## src/rtl/fetch_unit_pkg.sv

```systemverilog
// Shared pipeline definitions used by the fetch stage and its IF/ID register.
package fetch_unit_pkg;

    localparam logic [31:0] NOP_INSTR        = 32'h0000_0013;
    localparam logic [31:0] RESET_PC_DEFAULT = 32'h0000_0000;

    typedef enum logic [1:0] {
        FETCH = 2'b00,
        HOLD  = 2'b01,
        DRAIN = 2'b10
    } fetch_state_e;

    function automatic logic [31:0] word_align(input logic [31:0] addr);
        return addr & 32'hFFFF_FFFC;
    endfunction

endpackage

```

## src/rtl/fetch_unit_if_id_reg.sv

```systemverilog
// IF/ID pipeline register: holds on stall, flush inserts a NOP bubble.
module if_id_reg
    import fetch_unit_pkg::*;
(
    input  logic        clk,
    input  logic        reset,
    input  logic        en,
    input  logic        flush,
    input  logic [31:0] load_instr,
    input  logic [31:0] load_pc,
    input  logic        load_valid,
    output logic [31:0] instr_D,
    output logic [31:0] pc_D,
    output logic        valid_D
);

    // Flush beats enable so a bubble is inserted even while decode is stalled.
    always_ff @(posedge clk) begin
        if (!reset) begin
            instr_D <= NOP_INSTR;
            pc_D    <= 32'h0000_0000;
            valid_D <= 1'b0;
        end else if (flush) begin
            instr_D <= NOP_INSTR;
            valid_D <= 1'b0;
        end else if (en) begin
            instr_D <= load_instr;
            pc_D    <= load_pc;
            valid_D <= load_valid;
        end
    end

endmodule

```

## src/rtl/fetch_unit.sv

```systemverilog
// Instruction fetch stage: fetch PC, imem request FSM, one-entry skid and IF/ID register.
module fetch_unit
    import fetch_unit_pkg::*;
#(
    parameter logic [31:0] RESET_PC = RESET_PC_DEFAULT
)
(
    input  logic        clk,
    input  logic        reset,
    input  logic        stall_F,
    input  logic        stall_D,
    input  logic        flush_D,
    input  logic        jumping,
    input  logic [31:0] jump_target,
    output logic        imem_req,
    output logic [31:0] imem_addr,
    input  logic        imem_ready,
    input  logic [31:0] imem_rdata,
    output logic [31:0] instr_D,
    output logic [31:0] pc_D,
    output logic        valid_D,
    output logic        fetch_busy
);

    fetch_state_e state_r, state_nxt_s;
    logic [31:0]  pc_r, pc_nxt_s;
    logic         req_r;
    logic [31:0]  tgt_r, tgt_nxt_s;
    logic [31:0]  skid_instr_r, skid_instr_nxt_s;
    logic [31:0]  skid_pc_r, skid_pc_nxt_s;
    logic         skid_valid_r, skid_valid_nxt_s;
    logic [31:0]  load_instr_s, load_pc_s;
    logic         load_valid_s;
    logic         xfer_s;
    logic [31:0]  jt_s, pc_inc_s, drain_tgt_s;

    assign imem_req   = req_r;
    assign imem_addr  = word_align(pc_r);
    assign fetch_busy = req_r & ~imem_ready;
    assign xfer_s     = req_r & imem_ready;
    assign jt_s       = word_align(jump_target);
    assign pc_inc_s   = pc_r + 32'd4;

    // Next-state, PC, skid and IF/ID load selection.
    always_comb begin
        state_nxt_s      = state_r;
        pc_nxt_s         = pc_r;
        tgt_nxt_s        = tgt_r;
        skid_instr_nxt_s = skid_instr_r;
        skid_pc_nxt_s    = skid_pc_r;
        skid_valid_nxt_s = skid_valid_r;
        load_instr_s     = NOP_INSTR;
        load_pc_s        = pc_r;
        load_valid_s     = 1'b0;
        drain_tgt_s      = jumping ? jt_s : tgt_r;

        case (state_r)
            FETCH: begin
                if (jumping) begin
                    skid_valid_nxt_s = 1'b0;
                    // A request already on the bus must complete before redirecting.
                    if (fetch_busy) begin
                        tgt_nxt_s   = jt_s;
                        state_nxt_s = DRAIN;
                    end else begin
                        pc_nxt_s    = jt_s;
                        state_nxt_s = FETCH;
                    end
                end else if (xfer_s) begin
                    if (stall_D) begin
                        skid_instr_nxt_s = imem_rdata;
                        skid_pc_nxt_s    = pc_r;
                        skid_valid_nxt_s = 1'b1;
                        pc_nxt_s         = pc_inc_s;
                        state_nxt_s      = HOLD;
                    end else begin
                        load_instr_s = imem_rdata;
                        load_pc_s    = pc_r;
                        load_valid_s = 1'b1;
                        if (!stall_F) begin
                            pc_nxt_s = pc_inc_s;
                        end else begin
                            pc_nxt_s = pc_r;
                        end
                    end
                end else begin
                    state_nxt_s = FETCH;
                end
            end
            HOLD: begin
                if (jumping) begin
                    pc_nxt_s         = jt_s;
                    skid_valid_nxt_s = 1'b0;
                    state_nxt_s      = FETCH;
                end else if (!stall_D && !flush_D) begin
                    load_instr_s     = skid_instr_r;
                    load_pc_s        = skid_pc_r;
                    load_valid_s     = skid_valid_r;
                    skid_valid_nxt_s = 1'b0;
                    state_nxt_s      = FETCH;
                end else begin
                    state_nxt_s = HOLD;
                end
            end
            DRAIN: begin
                if (xfer_s) begin
                    pc_nxt_s    = drain_tgt_s;
                    state_nxt_s = FETCH;
                end else begin
                    tgt_nxt_s   = drain_tgt_s;
                    state_nxt_s = DRAIN;
                end
            end
            default: begin
                skid_valid_nxt_s = 1'b0;
                state_nxt_s      = FETCH;
            end
        endcase
    end

    // Fetch state, PC, pending redirect target and skid entry.
    always_ff @(posedge clk) begin
        if (!reset) begin
            state_r      <= FETCH;
            pc_r         <= RESET_PC;
            req_r        <= 1'b0;
            tgt_r        <= 32'h0000_0000;
            skid_instr_r <= NOP_INSTR;
            skid_pc_r    <= 32'h0000_0000;
            skid_valid_r <= 1'b0;
        end else begin
            state_r      <= state_nxt_s;
            pc_r         <= pc_nxt_s;
            req_r        <= (state_nxt_s != HOLD);
            tgt_r        <= tgt_nxt_s;
            skid_instr_r <= skid_instr_nxt_s;
            skid_pc_r    <= skid_pc_nxt_s;
            skid_valid_r <= skid_valid_nxt_s;
        end
    end

    if_id_reg u_if_id_reg (
        .clk        (clk),
        .reset      (reset),
        .en         (~stall_D),
        .flush      (flush_D),
        .load_instr (load_instr_s),
        .load_pc    (load_pc_s),
        .load_valid (load_valid_s),
        .instr_D    (instr_D),
        .pc_D       (pc_D),
        .valid_D    (valid_D)
    );

endmodule
```

## config.mk

```make
export PLATFORM = sky130hd
export DESIGN_NAME = fetch_unit
export DESIGN_NICKNAME = d
export VERILOG_FILES = /design/src/rtl/fetch_unit_pkg.sv /design/src/rtl/fetch_unit_if_id_reg.sv /design/src/rtl/fetch_unit.sv
export SDC_FILE = /design/constraint.sdc
export NUM_CORES = 1
export LEC_CHECK = 0
export CORE_ASPECT_RATIO = 1.25
export CORE_MARGIN = 5
export CORE_UTILIZATION = 51
export DETAILED_ROUTE_END_ITERATION = 7
export GPL_TIMING_DRIVEN = 1
export PLACE_DENSITY = 0.82
export SYNTH_ARGS = -nofsm -noshare
export SYNTH_HDL_FRONTEND = slang
export SYNTH_SLANG_ARGS = --single-unit
```

## constraint.sdc

```tcl
create_clock -name clk -period 3 [get_ports clk]
set_clock_uncertainty 0.15 [all_clocks]
set_input_delay 0.6 -clock clk [delete_from_list [all_inputs] [get_ports clk]]
set_output_delay 0.6 -clock clk [all_outputs]
set_load 0.02 [all_outputs]
```

## Word-level counts from Yosys, hierarchy flattened

Index checks and enable logic that the tools add are counted.

| cells by class | value |
|---|---|
| reduce and logical (&&, ||, !) cells | 12 |
| $add $sub $neg | 1 |
| mux-type cells | 40 |
| bitwise logic cells | 8 |
| equal/unequal tests | 13 |

Operators by type and width:

| kind | number |
|---|---|
| 32-bit 2-to-1 mux | 18 |
| 32-bit one-hot mux with 2 select lines | 2 |
| 32-bit one-hot mux with 3 select lines | 1 |
| 32-bit by 3-bit adder with 32-bit output (second input constant) | 1 |
| 3-bit != test (second input constant) | 4 |
| 4-bit AND reduction | 3 |
| 1-bit 2-to-1 mux | 11 |
| 2-bit 2-to-1 mux | 5 |
| 2-bit != test (second input constant) | 5 |
| 1-bit inverter | 6 |
| 2-bit one-hot mux with 3 select lines | 1 |
| 6-bit AND reduction | 1 |
| 4-bit != test (second input constant) | 1 |
| 1-bit one-hot mux with 3 select lines | 1 |
| 3-bit nonzero test | 1 |
| 1-bit AND | 2 |
| 2-bit by 1-bit == test with 1-bit output (second input constant) | 1 |
| 2-bit == test (second input constant) | 1 |
| 1-bit logical NOT | 2 |
| 2-bit logical NOT | 1 |
| 2-bit by 1-bit != test with 1-bit output (second input constant) | 1 |
| 1-bit one-hot mux with 2 select lines | 1 |
| 2-bit AND reduction | 1 |
| 2-bit nonzero test | 1 |
| other kinds (2) | 2 |

| word-level totals | value |
|---|---|
| register bits after elaboration | 197 |
| output and inout bits | 99 |
| input port bits | 71 |

## Depth between registers and ports, before layout

Gate-level depths: netlist (run 1).

| logic depth | value |
|---|---|
| depth in word-level cells | 6 |
| mapped depth | 9 |

## Cells and area by module

A second synthesis (run 1) with hierarchy kept.

| unflattened totals | value |
|---|---|
| cell total of the unflattened synthesis | 1194 |
| area total of the unflattened synthesis | 9569.2 um^2 |

Modules (own cells, without submodules):

| module | sequential area each (um^2) | times used | cells an instance | area each (um^2) |
|---|---|---|---|---|
| fetch_unit | 2642.5 | 1 | 946 | 7105.6 |
| if_id_reg | 1301.2 | 1 | 248 | 2463.6 |

## Least setup slack after synthesis (run 1)

OpenSTA, ideal clock, no wires.

| path | value |
|---|---|
| kind | reg2reg |
| start | register state_r[0] |
| end | register pc_r[22] |
| arrival time | 2.065 ns |
| clock period less this slack | 2.339 ns |
| cell stages (with the launch flop) | 10 |
| setup slack | 0.661 ns |
| cell sequence | dfxtp_1 > inv_1 > ha_1 > a31oi_1 > a21oi_1 > or4_1 > buf_2 > buf_6 > nor4_2 > nor3_1 |

| between the ends | value |
|---|---|
| longest elaborated chain between the ends | 3 |
| elaborated cells between the ends (all ways) | 11 |

RTL lines:

| item | line | source |
|---|---|---|
| from (decl) | fetch_unit.sv:25 | `fetch_state_e state_r, state_nxt_s;` |
| from (signal assigned) | fetch_unit.sv:132 | `state_r <= state_nxt_s;` |
| 2-bit == test (tied with other cells) | fetch_unit.sv:57 | `case (state_r)` |
| 2-bit != test (no source line) (tied with other cells) | n/a |  |
| 6-bit AND reduction (no source line) | n/a |  |
| to (signal assigned) | fetch_unit.sv:133 | `pc_r <= pc_nxt_s;` |
| to (decl) | fetch_unit.sv:26 | `logic [31:0] pc_r, pc_nxt_s;` |

Several ways; a longest one is shown, not always the timed one.
A chain may end at the register's enable or synchronous reset.

## Worst setup path in the final report (run 1)

| path | value |
|---|---|
| start | input port imem_ready |
| end | output port fetch_busy |

| between the ends | value |
|---|---|
| longest elaborated chain between the ends | 2 |

RTL lines:

| item | line | source |
|---|---|---|
| from (decl) | fetch_unit.sv:17 | `input logic imem_ready,` |
| 1-bit inverter | fetch_unit.sv:39 | `assign fetch_busy = req_r & ~imem_ready;` |
| 1-bit AND | fetch_unit.sv:39 |  |
| to (decl) | fetch_unit.sv:22 | `output logic fetch_busy` |

Every way passes these cells.

==> metrics.md, run 1 <==
| Metric | Value |
|---|---|
| Final worst path period need | 2.75 ns |
| Clock net sink count | 197 |
| Worst-path fanout max | 4 |
| Int Pwr | 4.41 mW |
| Total power draw | 6.08 mW |
| IO buf count | between 150 and 200 |
| Total number of vias | approximately 9000 |
| Power per Cell Area | around 530 mW/mm^2 |
| Count of final max-slew check failures | 0 |
| Cell with the most instances after synthesis | sky130_fd_sc_hd__nand2_1 |
| Maximum vdd drop | between 0.4 and 0.5 mV |
| Post-detailed-route count of antenna-violating nets | 0 |
| Horizontal extent of the die | between 100 and 150 microns |
| Unrepaired setup endpoints after global routing | false |
| Cell at the slowest stage of the critical path | sky130_fd_sc_hd__clkdlybuf4s50_1 |
| Hold Buf Count CTS | 0 |
| Global router's overall resource usage | 25.7% |
| Share of power burned in the clock network | 37.0% |
| DRC violation total after the first TritonRoute iteration | 990 |
| Commonest register cell after synthesis | sky130_fd_sc_hd__dfxtp_1 |
| Proportion of register bits with asynchronous set or reset after synthesis | 0% |
| Data arrival at the endpoint of the critical path | 2.00 ns |
| Buffers inserted by post-CTS timing repair | 0 |
| Sequential fraction of the synthesis area | 44.3% |
| Area used by multi-input combinational logic | 0.00451 sq mm |
| Number of standard cells after synthesis | 1148 |
| Reg-to-reg critical path endpoint | pc_r[24] |
| Max Cap Viol | 0 |
| Clock-pin slew reported for the worst setup and hold paths after clock tree synthesis | 0.07 ns |
| FF+latch count, synth | 197 |
| F_max | 0.364 GHz |
| Placeable Area | approximately 0.017 sq mm |
| Via count of the first global-routing pass | 8535 |
| Reg area | 0.00394 sq mm |
| Commonest cells in the synthesized netlist | 293 x sky130_fd_sc_hd__nand2_1, 197 x sky130_fd_sc_hd__dfxtp_1, 128 x sky130_fd_sc_hd__a21oi_1, 92 x sky130_fd_sc_hd__nor2_1, 73 x sky130_fd_sc_hd__clkbuf_1 |
| Result of the run | finished clean |
| Number of cells on the worst reg-to-reg path | 8 |
| Post-detailed-routing wire length | approximately 26000 microns |
| Utilization after layout | 66.1% |
| Portion of the clock cycle consumed by the worst path in the final layout | 91.7% |
| Startpoint of the most critical register-to-register path | state_r[0] |
| Critical path class | input port to primary output |
| Initial antenna violation count | 0 |
| Number of detailed-route iterations in the first pass | 8 |
| Drt drc | 0 |
| Number of enable-type register cells in the synthesized netlist | 0 |
| Post-CTS sizing | 0 |
| Hold wc startpoint | tgt_r[4] |
| Type of origin of the critical path | input port |
| Combinational cell fraction of total power | around 16% |
| Maximum buffer depth of the clock tree | 2 |
| Total global routing overflow | 0 |
| Placer's final routability congestion estimate | 0.905 |
| Ys Warns | 0 |
| HPWL after detailed placement | 18000 microns |
| Ratio of cells with drive above 1 in the final layout | roughly 7.7% |
| Most used cell, CP | sky130_fd_sc_hd__clkdlybuf4s50_1 |
| Combined buffer and inverter count along the critical path | 3 |
| H-tree lvl count | 4 |
| Count of endpoints failing setup in the final report | 0 |
| Classification of the worst-slack hold path | flip-flop to flip-flop |
| Fillers | about 1500 |
| # diodes | 0 |
| Synthesized area | 0.00891 sq mm |
| Clock tree from TritonCTS | done |
| Wire length of the first global-routing pass | 42500 microns |
| Worst Hold End | tgt_r[4] |
| DR WL/cell | 17.5 microns |
| Net switching component of the power | between 1.5 and 2 mW |
| Die H | 158 microns |
| Cell type contributing the most total cell area after synthesis | sky130_fd_sc_hd__dfxtp_1 |
| Die ar. | 0.0202 sq mm |
| Fraction of power spent switching nets | a little over a quarter |
| Portion of synthesized cell area occupied by the leading cell type | 44.3% |
| Count of distinct cell types in the synthesized netlist | 65 |
| Leakage power summed over all cells | 3.89 nW |
| Number of top-level pins | 170 |
| Hold Crit Depth | 2 |
| Pin count of the biggest net entering global routing | 74 |
| Placement Rows | 54 |
| Final sum of negative setup slack | 0 ns |
| Vias per Instance | 5.94 |
| Worst path top cell family by delay | buffers and inverters |
| Minimum setup slack among reg-to-reg paths | 0.39 ns |
| Top cells by area, synth | sky130_fd_sc_hd__dfxtp_1 44%, sky130_fd_sc_hd__nand2_1 12%, sky130_fd_sc_hd__a21oi_1 7.2% |
| CTS Buf Count | 17 |
| Number of nets in the finished design | between 1000 and 1500 |
| Hold Vio Cnt, Final | 0 |
| Worst path required time | 2.25 ns |
| Slowest Stage Delay on Critical Path | 0.65 ns |
| Worst max-slew margin expressed relative to the limit | 53.7% |
| Tightest Pin Transition | between 0.6 and 0.7 ns |
| CP Capture Type | primary output |
| Cells along the critical path | clkdlybuf4s50_1 > buf_4 > nor2b_1 > clkdlybuf4s50_1 |
| Clock root buffer | sky130_fd_sc_hd__clkbuf_16 |
| Avg Inst Size Synth | slightly below 8 sq um |
| Skew-Pair Late Insertion Delay | roughly 0.43 ns |
| Effective utilization at floorplan | 51.5% |
| Area growth syn-to-layout | 28.3% |
| Portion of total power attributed to sequential cells | 47.0% |
## worst register-to-register path: stages, from the launching register on
cell	delay, ns
sky130_fd_sc_hd__dfxtp_1	0.47
sky130_fd_sc_hd__inv_1	0.10
sky130_fd_sc_hd__ha_1	0.30
sky130_fd_sc_hd__nor2b_1	0.20
sky130_fd_sc_hd__o21a_1	0.15
sky130_fd_sc_hd__or4_1	0.46
sky130_fd_sc_hd__buf_12	0.20
sky130_fd_sc_hd__a22o_1	0.27
sky130_fd_sc_hd__a32o_1	0.20
## cell type report
type                       instances  share of cell area, %
inverter                          12                  0.416
clock buffer                      20                   3.91
tap                              224                   2.45
multi-input combinational        833                   39.4
sequential                       197                   34.5
clock inverter                    12                   1.14
timing repair buffer             210                   18.2
## sequential cells by signal, summed over array words and instances, names as in the netlist
signal,count
pc_r,32
skid_instr_r,32
skid_pc_r,32
tgt_r,32
u_if_id_reg.instr_D,32
u_if_id_reg.pc_D,32
state_r,2
imem_req,1
skid_valid_r,1
u_if_id_reg.valid_D,1
## cell families (layout without fill, tap and decap cells)
group                      after synthesis  after routing  share of synthesized area [%]
xor gates and xnor gates                 3              3                          0.295
muxes                                    7              7                          0.829
buffers and inverters                  119            254                           5.46
DFF                                    197            197                           44.3
adders and majority gates                5              5                          0.702
AOI/OAI and AO/OA                      337            337                           25.7
other                                    1              2                         0.0421
and+or+nand+nor                        479            479                           22.7
## per-layer routing
| layer | up-vias | GRT usage (%) | wire length, microns |
|---|---|---|---|
| li1 | 4283 | - | - |
| met1 | 4222 | 31.8 | 10800 |
| met2 | 387 | 43.8 | 12800 |
| met3 | 69 | 4.96 | 2070 |
| met4 | 0 | 10.6 | 757 |
| met5 | - | 0 | 0 |
## per-stage QoR
step | cells | setup slack [ns] | cell area [sq um] | hold WS (ns)
detailed placement | 1476 | 0.115 | 10900 | 0.294
global placement | 1476 | 0.126 | 10900 | 0.291
CTS | 1508 | 0.260 | 11400 | 0.305
finish | 1508 | 0.250 | 11400 | 0.303
global route | 1508 | 0.196 | 11400 | 0.316
floorplan | 1149 | 0.661 | 8910 | 0.284
## placed cells by master, fill, tap and decap left out, types with 4 or more instances in the layout
cell,netlist,routed
sky130_fd_sc_hd__a21o_1,5,5
sky130_fd_sc_hd__a21oi_1,128,128
sky130_fd_sc_hd__a221oi_1,8,8
sky130_fd_sc_hd__a22o_1,5,5
sky130_fd_sc_hd__a22oi_1,42,42
sky130_fd_sc_hd__a2bb2oi_1,30,30
sky130_fd_sc_hd__a311oi_1,32,32
sky130_fd_sc_hd__a31oi_1,9,9
sky130_fd_sc_hd__and3_1,6,6
sky130_fd_sc_hd__and4_1,5,5
sky130_fd_sc_hd__buf_12,0,7
sky130_fd_sc_hd__buf_4,2,38
sky130_fd_sc_hd__clkbuf_16,0,17
sky130_fd_sc_hd__clkdlybuf4s50_1,0,165
sky130_fd_sc_hd__clkinv_2,0,4
sky130_fd_sc_hd__dfxtp_1,197,197
sky130_fd_sc_hd__ha_1,5,5
sky130_fd_sc_hd__inv_1,12,11
sky130_fd_sc_hd__mux2i_1,4,4
sky130_fd_sc_hd__nand2_1,293,292
sky130_fd_sc_hd__nand2b_1,8,8
sky130_fd_sc_hd__nand3_1,19,19
sky130_fd_sc_hd__nand4_1,16,16
sky130_fd_sc_hd__nor2_1,92,90
sky130_fd_sc_hd__nor2b_1,9,8
sky130_fd_sc_hd__nor3_1,9,9
sky130_fd_sc_hd__o211ai_1,6,6
sky130_fd_sc_hd__o21a_1,4,4
sky130_fd_sc_hd__o21ai_0,23,23
sky130_fd_sc_hd__o22ai_1,8,8
sky130_fd_sc_hd__or2_2,5,5
sky130_fd_sc_hd__or3_1,4,4
## power groups by stage
| stage | Combinational [mW] | Clock, mW | Sequential [mW] |
|---|---|---|---|
| 2_1_floorplan | 0.492 | 0 | 2.94 |
| 3_3_place_gp | 0.955 | 0 | 2.90 |
| 3_5_place_dp | 0.967 | 0 | 2.91 |
| 4_1_cts | 0.973 | 2.28 | 2.85 |
| 5_1_grt | 1.05 | 2.39 | 2.87 |
| 6_report | 0.978 | 2.25 | 2.86 |
## worst max-delay path by stage
| stage | from | to | slack [ns] | depth (start not counted) |
|---|---|---|---|---|
| after floorplan | state_r[0] | pc_r[22] | 0.66 | 9 |
| after global placement | jumping | pc_r[24] | 0.13 | 7 |
| after detailed placement | jumping | pc_r[24] | 0.12 | 7 |
| after CTS | imem_ready | fetch_busy | 0.26 | 4 |
| after global routing | state_r[0] | pc_r[23] | 0.20 | 9 |
| final | imem_ready | fetch_busy | 0.25 | 4 |
(Power assumes the default switching activity.)
==> inputs of run 2 (changes only) <==
--- a/config.mk
+++ b/config.mk
@@ -8,9 +8,11 @@
 export CORE_ASPECT_RATIO = 1.25
 export CORE_MARGIN = 5
 export CORE_UTILIZATION = 51
+export CTS_CLUSTER_SIZE = 12
 export DETAILED_ROUTE_END_ITERATION = 7
 export GPL_TIMING_DRIVEN = 1
-export PLACE_DENSITY = 0.82
+export PLACE_DENSITY = 0.81
 export SYNTH_ARGS = -nofsm -noshare
 export SYNTH_HDL_FRONTEND = slang
+export SYNTH_HIERARCHICAL = 1
 export SYNTH_SLANG_ARGS = --single-unit
==> run 2 against run 1 <==
Compared with the run above: cell count is 3.3% higher; routed wire length down 4.4%; synthesized area increased by 7.4%; flip-flop and latch count stayed put.
==> metrics.md, run 2 <==
| Metric | Value |
|---|---|
| Commonest cells in the synthesized netlist | 383 x sky130_fd_sc_hd__nand2_1, 197 x sky130_fd_sc_hd__dfxtp_1, 97 x sky130_fd_sc_hd__a21boi_1, 67 x sky130_fd_sc_hd__clkbuf_1, 64 x sky130_fd_sc_hd__mux2i_1 |
| Count of final max-slew check failures | 0 (unchanged) |
| Critical path class | input port to primary output |
| Count of endpoints failing setup in the final report | 0 (unchanged) |
| Most frequent cells in the layout | 383 x sky130_fd_sc_hd__nand2_1, 197 x sky130_fd_sc_hd__dfxtp_1, 164 x sky130_fd_sc_hd__clkdlybuf4s50_1, 97 x sky130_fd_sc_hd__a21boi_1, 64 x sky130_fd_sc_hd__mux2i_1 |
| FF+latch count, synth | 197 (unchanged) |
| Proportion of register bits with asynchronous set or reset after synthesis | 0% (unchanged) |
| Placeable Area | 0.0186 sq mm (+7.8%) |
| Unrepaired setup endpoints after global routing | false |
| IO buf count | 165 (unchanged) |
| Die ar. | 0.0216 sq mm (+6.9%) |
| Result of the run | finished clean |
| Placer's final routability congestion estimate | 0.844 (-6.7%) |
| Total number of vias | 8803 (-1.8%) |
| Share of power burned in the clock network | 38.1% (+1.1 points) |
| Cell total after placement | 1526 (+3.4%) |
| Portion of total power attributed to sequential cells | 47.0% (about the same) |
| Max Cap Viol | 0 (unchanged) |
| Placement Rows | 56 (+3.7%) |
| Hold Buf Count CTS | 0 (unchanged) |
| Effective utilization at floorplan | 51.3% (-0.17 points) |
| Number of nets in the finished design | 1389 (+3.1%) |
| Most common library cell in the layout ignoring fill and taps | sky130_fd_sc_hd__nand2_1 |
| Post-detailed-route count of antenna-violating nets | 0 (unchanged) |
| Horizontal extent of the die | 133 microns (+3.3%) |
| Met1 WL | 11000 microns (+1.6%) |
| Buffers inserted by post-CTS timing repair | 0 (unchanged) |
| Cell type contributing the most total cell area after synthesis | sky130_fd_sc_hd__dfxtp_1 |
| Most used cell, CP | sky130_fd_sc_hd__clkdlybuf4s50_1 |
| Cell area after placement | 0.0114 sq mm (+5.0%) |
| Worst path required time | 2.25 ns (about the same) |
| Routed wire length on met3 | 1550 microns (-25%) |
| Area growth syn-to-layout | 25.2% |
| Ys Warns | 6 (+6) |
| DRC violation total after the first TritonRoute iteration | 627 (-37%) |
| Avg Inst Size Synth | 8.01 sq um (+3.3%) |
| HPWL after detailed placement | 17200 microns (-4.6%) |
| Final worst path period need | 2.71 ns (-0.0372 ns) |
| Final standard cell area without fillers | 0.0120 sq mm (+4.8%) |
| Top cells by area, synth | sky130_fd_sc_hd__dfxtp_1 41%, sky130_fd_sc_hd__nand2_1 15%, sky130_fd_sc_hd__a21boi_1 7.6% |
| # diodes | 0 (unchanged) |
| Slowest Stage Delay on Critical Path | 0.65 ns (about the same) |
| Highest routing layer actually used | met4 |
| Portion of synthesized cell area occupied by the leading cell type | 41.2% (-3.1 points) |
| Final standard cell count with taps included and fillers excluded | 1558 (+3.3%) |
| Worst slack at placement | 0.192 ns (+0.0774 ns) |
| CTS Buf Count | 17 (unchanged) |
| Number of top-level pins | 170 (unchanged) |
| Total global routing overflow | 0 (unchanged) |
| Pin count of the biggest net entering global routing | 71 (-4.1%) |
| Type of origin of the critical path | input port |
| F_max | 0.369 GHz (+1.4%) |
| Clock-pin slew reported for the worst setup and hold paths after clock tree synthesis | 0.07 ns (about the same) |
| Clock tree from TritonCTS | done |
| Count of distinct cell types in the synthesized netlist | 65 (unchanged) |
| Worst-path fanout max | 3 (-1) |
| Number of enable-type register cells in the synthesized netlist | 0 (unchanged) |
| DR WL/cell | 16.2 microns (-7.5%) |
| Via count of the first global-routing pass | 8111 (-5.0%) |
| Leakage power summed over all cells | 4.52 nW (+16%) |
| H-tree lvl count | 4 (unchanged) |
| Classification of the worst-slack hold path | flip-flop to flip-flop |
| Ratio of cells with drive above 1 in the final layout | 6.64% (-1.1 points) |
| Post-detailed-routing wire length | 25300 microns (-4.4%) |
| Hold Vio Cnt, Final | 0 (unchanged) |
| Data arrival at the endpoint of the critical path | 1.96 ns (-0.04 ns) |
| Wire length of the first global-routing pass | 41300 microns (-2.8%) |
| Synthesized area | 0.00957 sq mm (+7.4%) |
| Cells along the critical path | clkdlybuf4s50_1 > nor2b_1 > clkdlybuf4s50_1 |
| Number of detailed-route iterations in the first pass | 7 (-1) |
| Clock root buffer | sky130_fd_sc_hd__clkbuf_16 |
| Number of standard cells after synthesis | 1194 (+4.0%) |
| Sequential fraction of the synthesis area | 41.2% (-3.1 points) |
| Net switching component of the power | 1.58 mW (-5.1%) |
| Maximum vdd drop | 0.367 mV (-19%) |
| Vias per Instance | 5.65 (-4.9%) |
| Area used by multi-input combinational logic | 0.00509 sq mm (+13%) |
| Post-CTS sizing | 0 (unchanged) |
| Fillers | 1606 (+7.7%) |
| Drt drc | 0 (unchanged) |
| CP Capture Type | primary output |
| Commonest register cell after synthesis | sky130_fd_sc_hd__dfxtp_1 |
| Worst max-slew margin expressed relative to the limit | 55.5% (+1.9 points) |
| Reg area | 0.00394 sq mm (unchanged) |
| Fraction of power spent switching nets | 26.5% (-0.90 points) |
| Die H | 163 microns (+3.4%) |
| Combinational cell fraction of total power | 14.9% (-1.2 points) |
| Skew-Pair Late Insertion Delay | 0.43 ns (about the same) |
| Power per Cell Area | 498 mW/mm^2 (-6.4%) |
| Cell at the slowest stage of the critical path | sky130_fd_sc_hd__clkdlybuf4s50_1 |
| Cell with the most instances after synthesis | sky130_fd_sc_hd__nand2_1 |
| Met2 routed WL | 12100 microns (-5.3%) |
| Tightest Pin Transition | 0.662 ns (-0.0333 ns) |
| Initial antenna violation count | 0 (unchanged) |
| Clock net sink count | 197 (unchanged) |
| Final sum of negative setup slack | 0 ns (unchanged) |
| Maximum buffer depth of the clock tree | 2 (unchanged) |
| Final worst slack | 0.287 ns (+0.0372 ns) |
| Global router's overall resource usage | 23.0% (-2.7 points) |
| Int Pwr | 4.38 mW (-0.73%) |
| Portion of the clock cycle consumed by the worst path in the final layout | 90.4% (-1.2 points) |
## run 2: cell count changes in the layout (fill, tap and decap cells not counted), sizes merged, moves of 6 or more
| cell | previous run | this run |
|---|---|---|
| a21oi | 129 | 22 |
| a21boi | 3 | 102 |
| nand2 | 293 | 385 |
| mux2i | 4 | 64 |
| nor2 | 92 | 61 |
| a2bb2oi | 30 | 0 |
| a311oi | 32 | 2 |
| a22o | 5 | 34 |
| a22oi | 42 | 15 |
| o21ai | 24 | 33 |
| a221oi | 8 | 2 |
| buf | 45 | 39 |
| nand3 | 19 | 25 |
| nand4 | 16 | 10 |
## run 2: power by group through the flow
stage / registers (mW) / logic (mW) / clock network [mW]
2_1_floorplan: 2.89 / 0.482 / 0
3_3_place_gp: 2.86 / 0.871 / 0
3_5_place_dp: 2.86 / 0.882 / 0
4_1_cts: 2.80 / 0.887 / 2.30
5_1_grt: 2.81 / 0.963 / 2.42
6_report: 2.81 / 0.886 / 2.27
## run 2: metal layers
layer  vias to the layer above  GRT usage (%)
met4                         0           8.41
li1                       4306              -
met3                        48           3.97
met1                      4149           30.1
met2                       300           38.5
met5                         -              0
## run 2: path summary, 6_finish.rpt
| kind | start | endpoint | slack [ns] | cells after the start |
|---|---|---|---|---|
| worst max-delay path | imem_ready | fetch_busy | 0.29 | 3 |
| worst min-delay path | skid_instr_r[5] | skid_instr_r[5] | 0.30 | 2 |
| worst max register to register | state_r[0] | pc_r[24] | 0.56 | 8 |
| worst min register to register | skid_instr_r[5] | skid_instr_r[5] | 0.30 | 2 |
## run 2: layout make-up
class                   instances  share of cell area (%)
clock buffers                  20                    3.81
multi-input cells             884                    42.5
clock inverters                12                    1.08
flip-flops and latches        197                    32.9
well taps                     232                    2.42
repair buffers                203                    17.0
inverters                      10                   0.313
## run 2: kinds of logic (layout without fill, tap and decap cells)
group           after synthesis  after routing  synth area share (%)
simple gates                531            531                  23.6
mux                          67             67                  7.05
flops                       197            197                  41.2
xor+xnor                      6              6                 0.549
buf+inv                     114            245                  5.81
fa+ha+maj                     5              5                 0.654
compound gates              273            273                  21.1
other cells                   1              2                0.0392
## run 2: worst max-delay path, delay by kind of cell
kind / cells / cell delay [ns]
buffers and inverters: 2 / 1.12
and+or+nand+nor: 1 / 0.24
## run 2: stage by stage
stage          power (mW)  hold WS (ns)  util [%]
6_report             5.96         0.302      64.3
5_1_grt              6.19         0.314      64.3
4_1_cts              5.99         0.304      64.3
3_5_place_dp         3.74         0.295      61.2
3_3_place_gp         3.73         0.288      61.2
2_1_floorplan        3.37         0.283         -
==> inputs of run 3 (changes only) <==
--- a/config.mk
+++ b/config.mk
@@ -11,8 +11,7 @@
 export CTS_CLUSTER_SIZE = 12
 export DETAILED_ROUTE_END_ITERATION = 7
 export GPL_TIMING_DRIVEN = 1
-export PLACE_DENSITY = 0.81
+export PLACE_DENSITY = 0.82
 export SYNTH_ARGS = -nofsm -noshare
 export SYNTH_HDL_FRONTEND = slang
-export SYNTH_HIERARCHICAL = 1
 export SYNTH_SLANG_ARGS = --single-unit
==> results of run 3 <==
The final DEF is identical to that of run 1; final timing and power are the same.
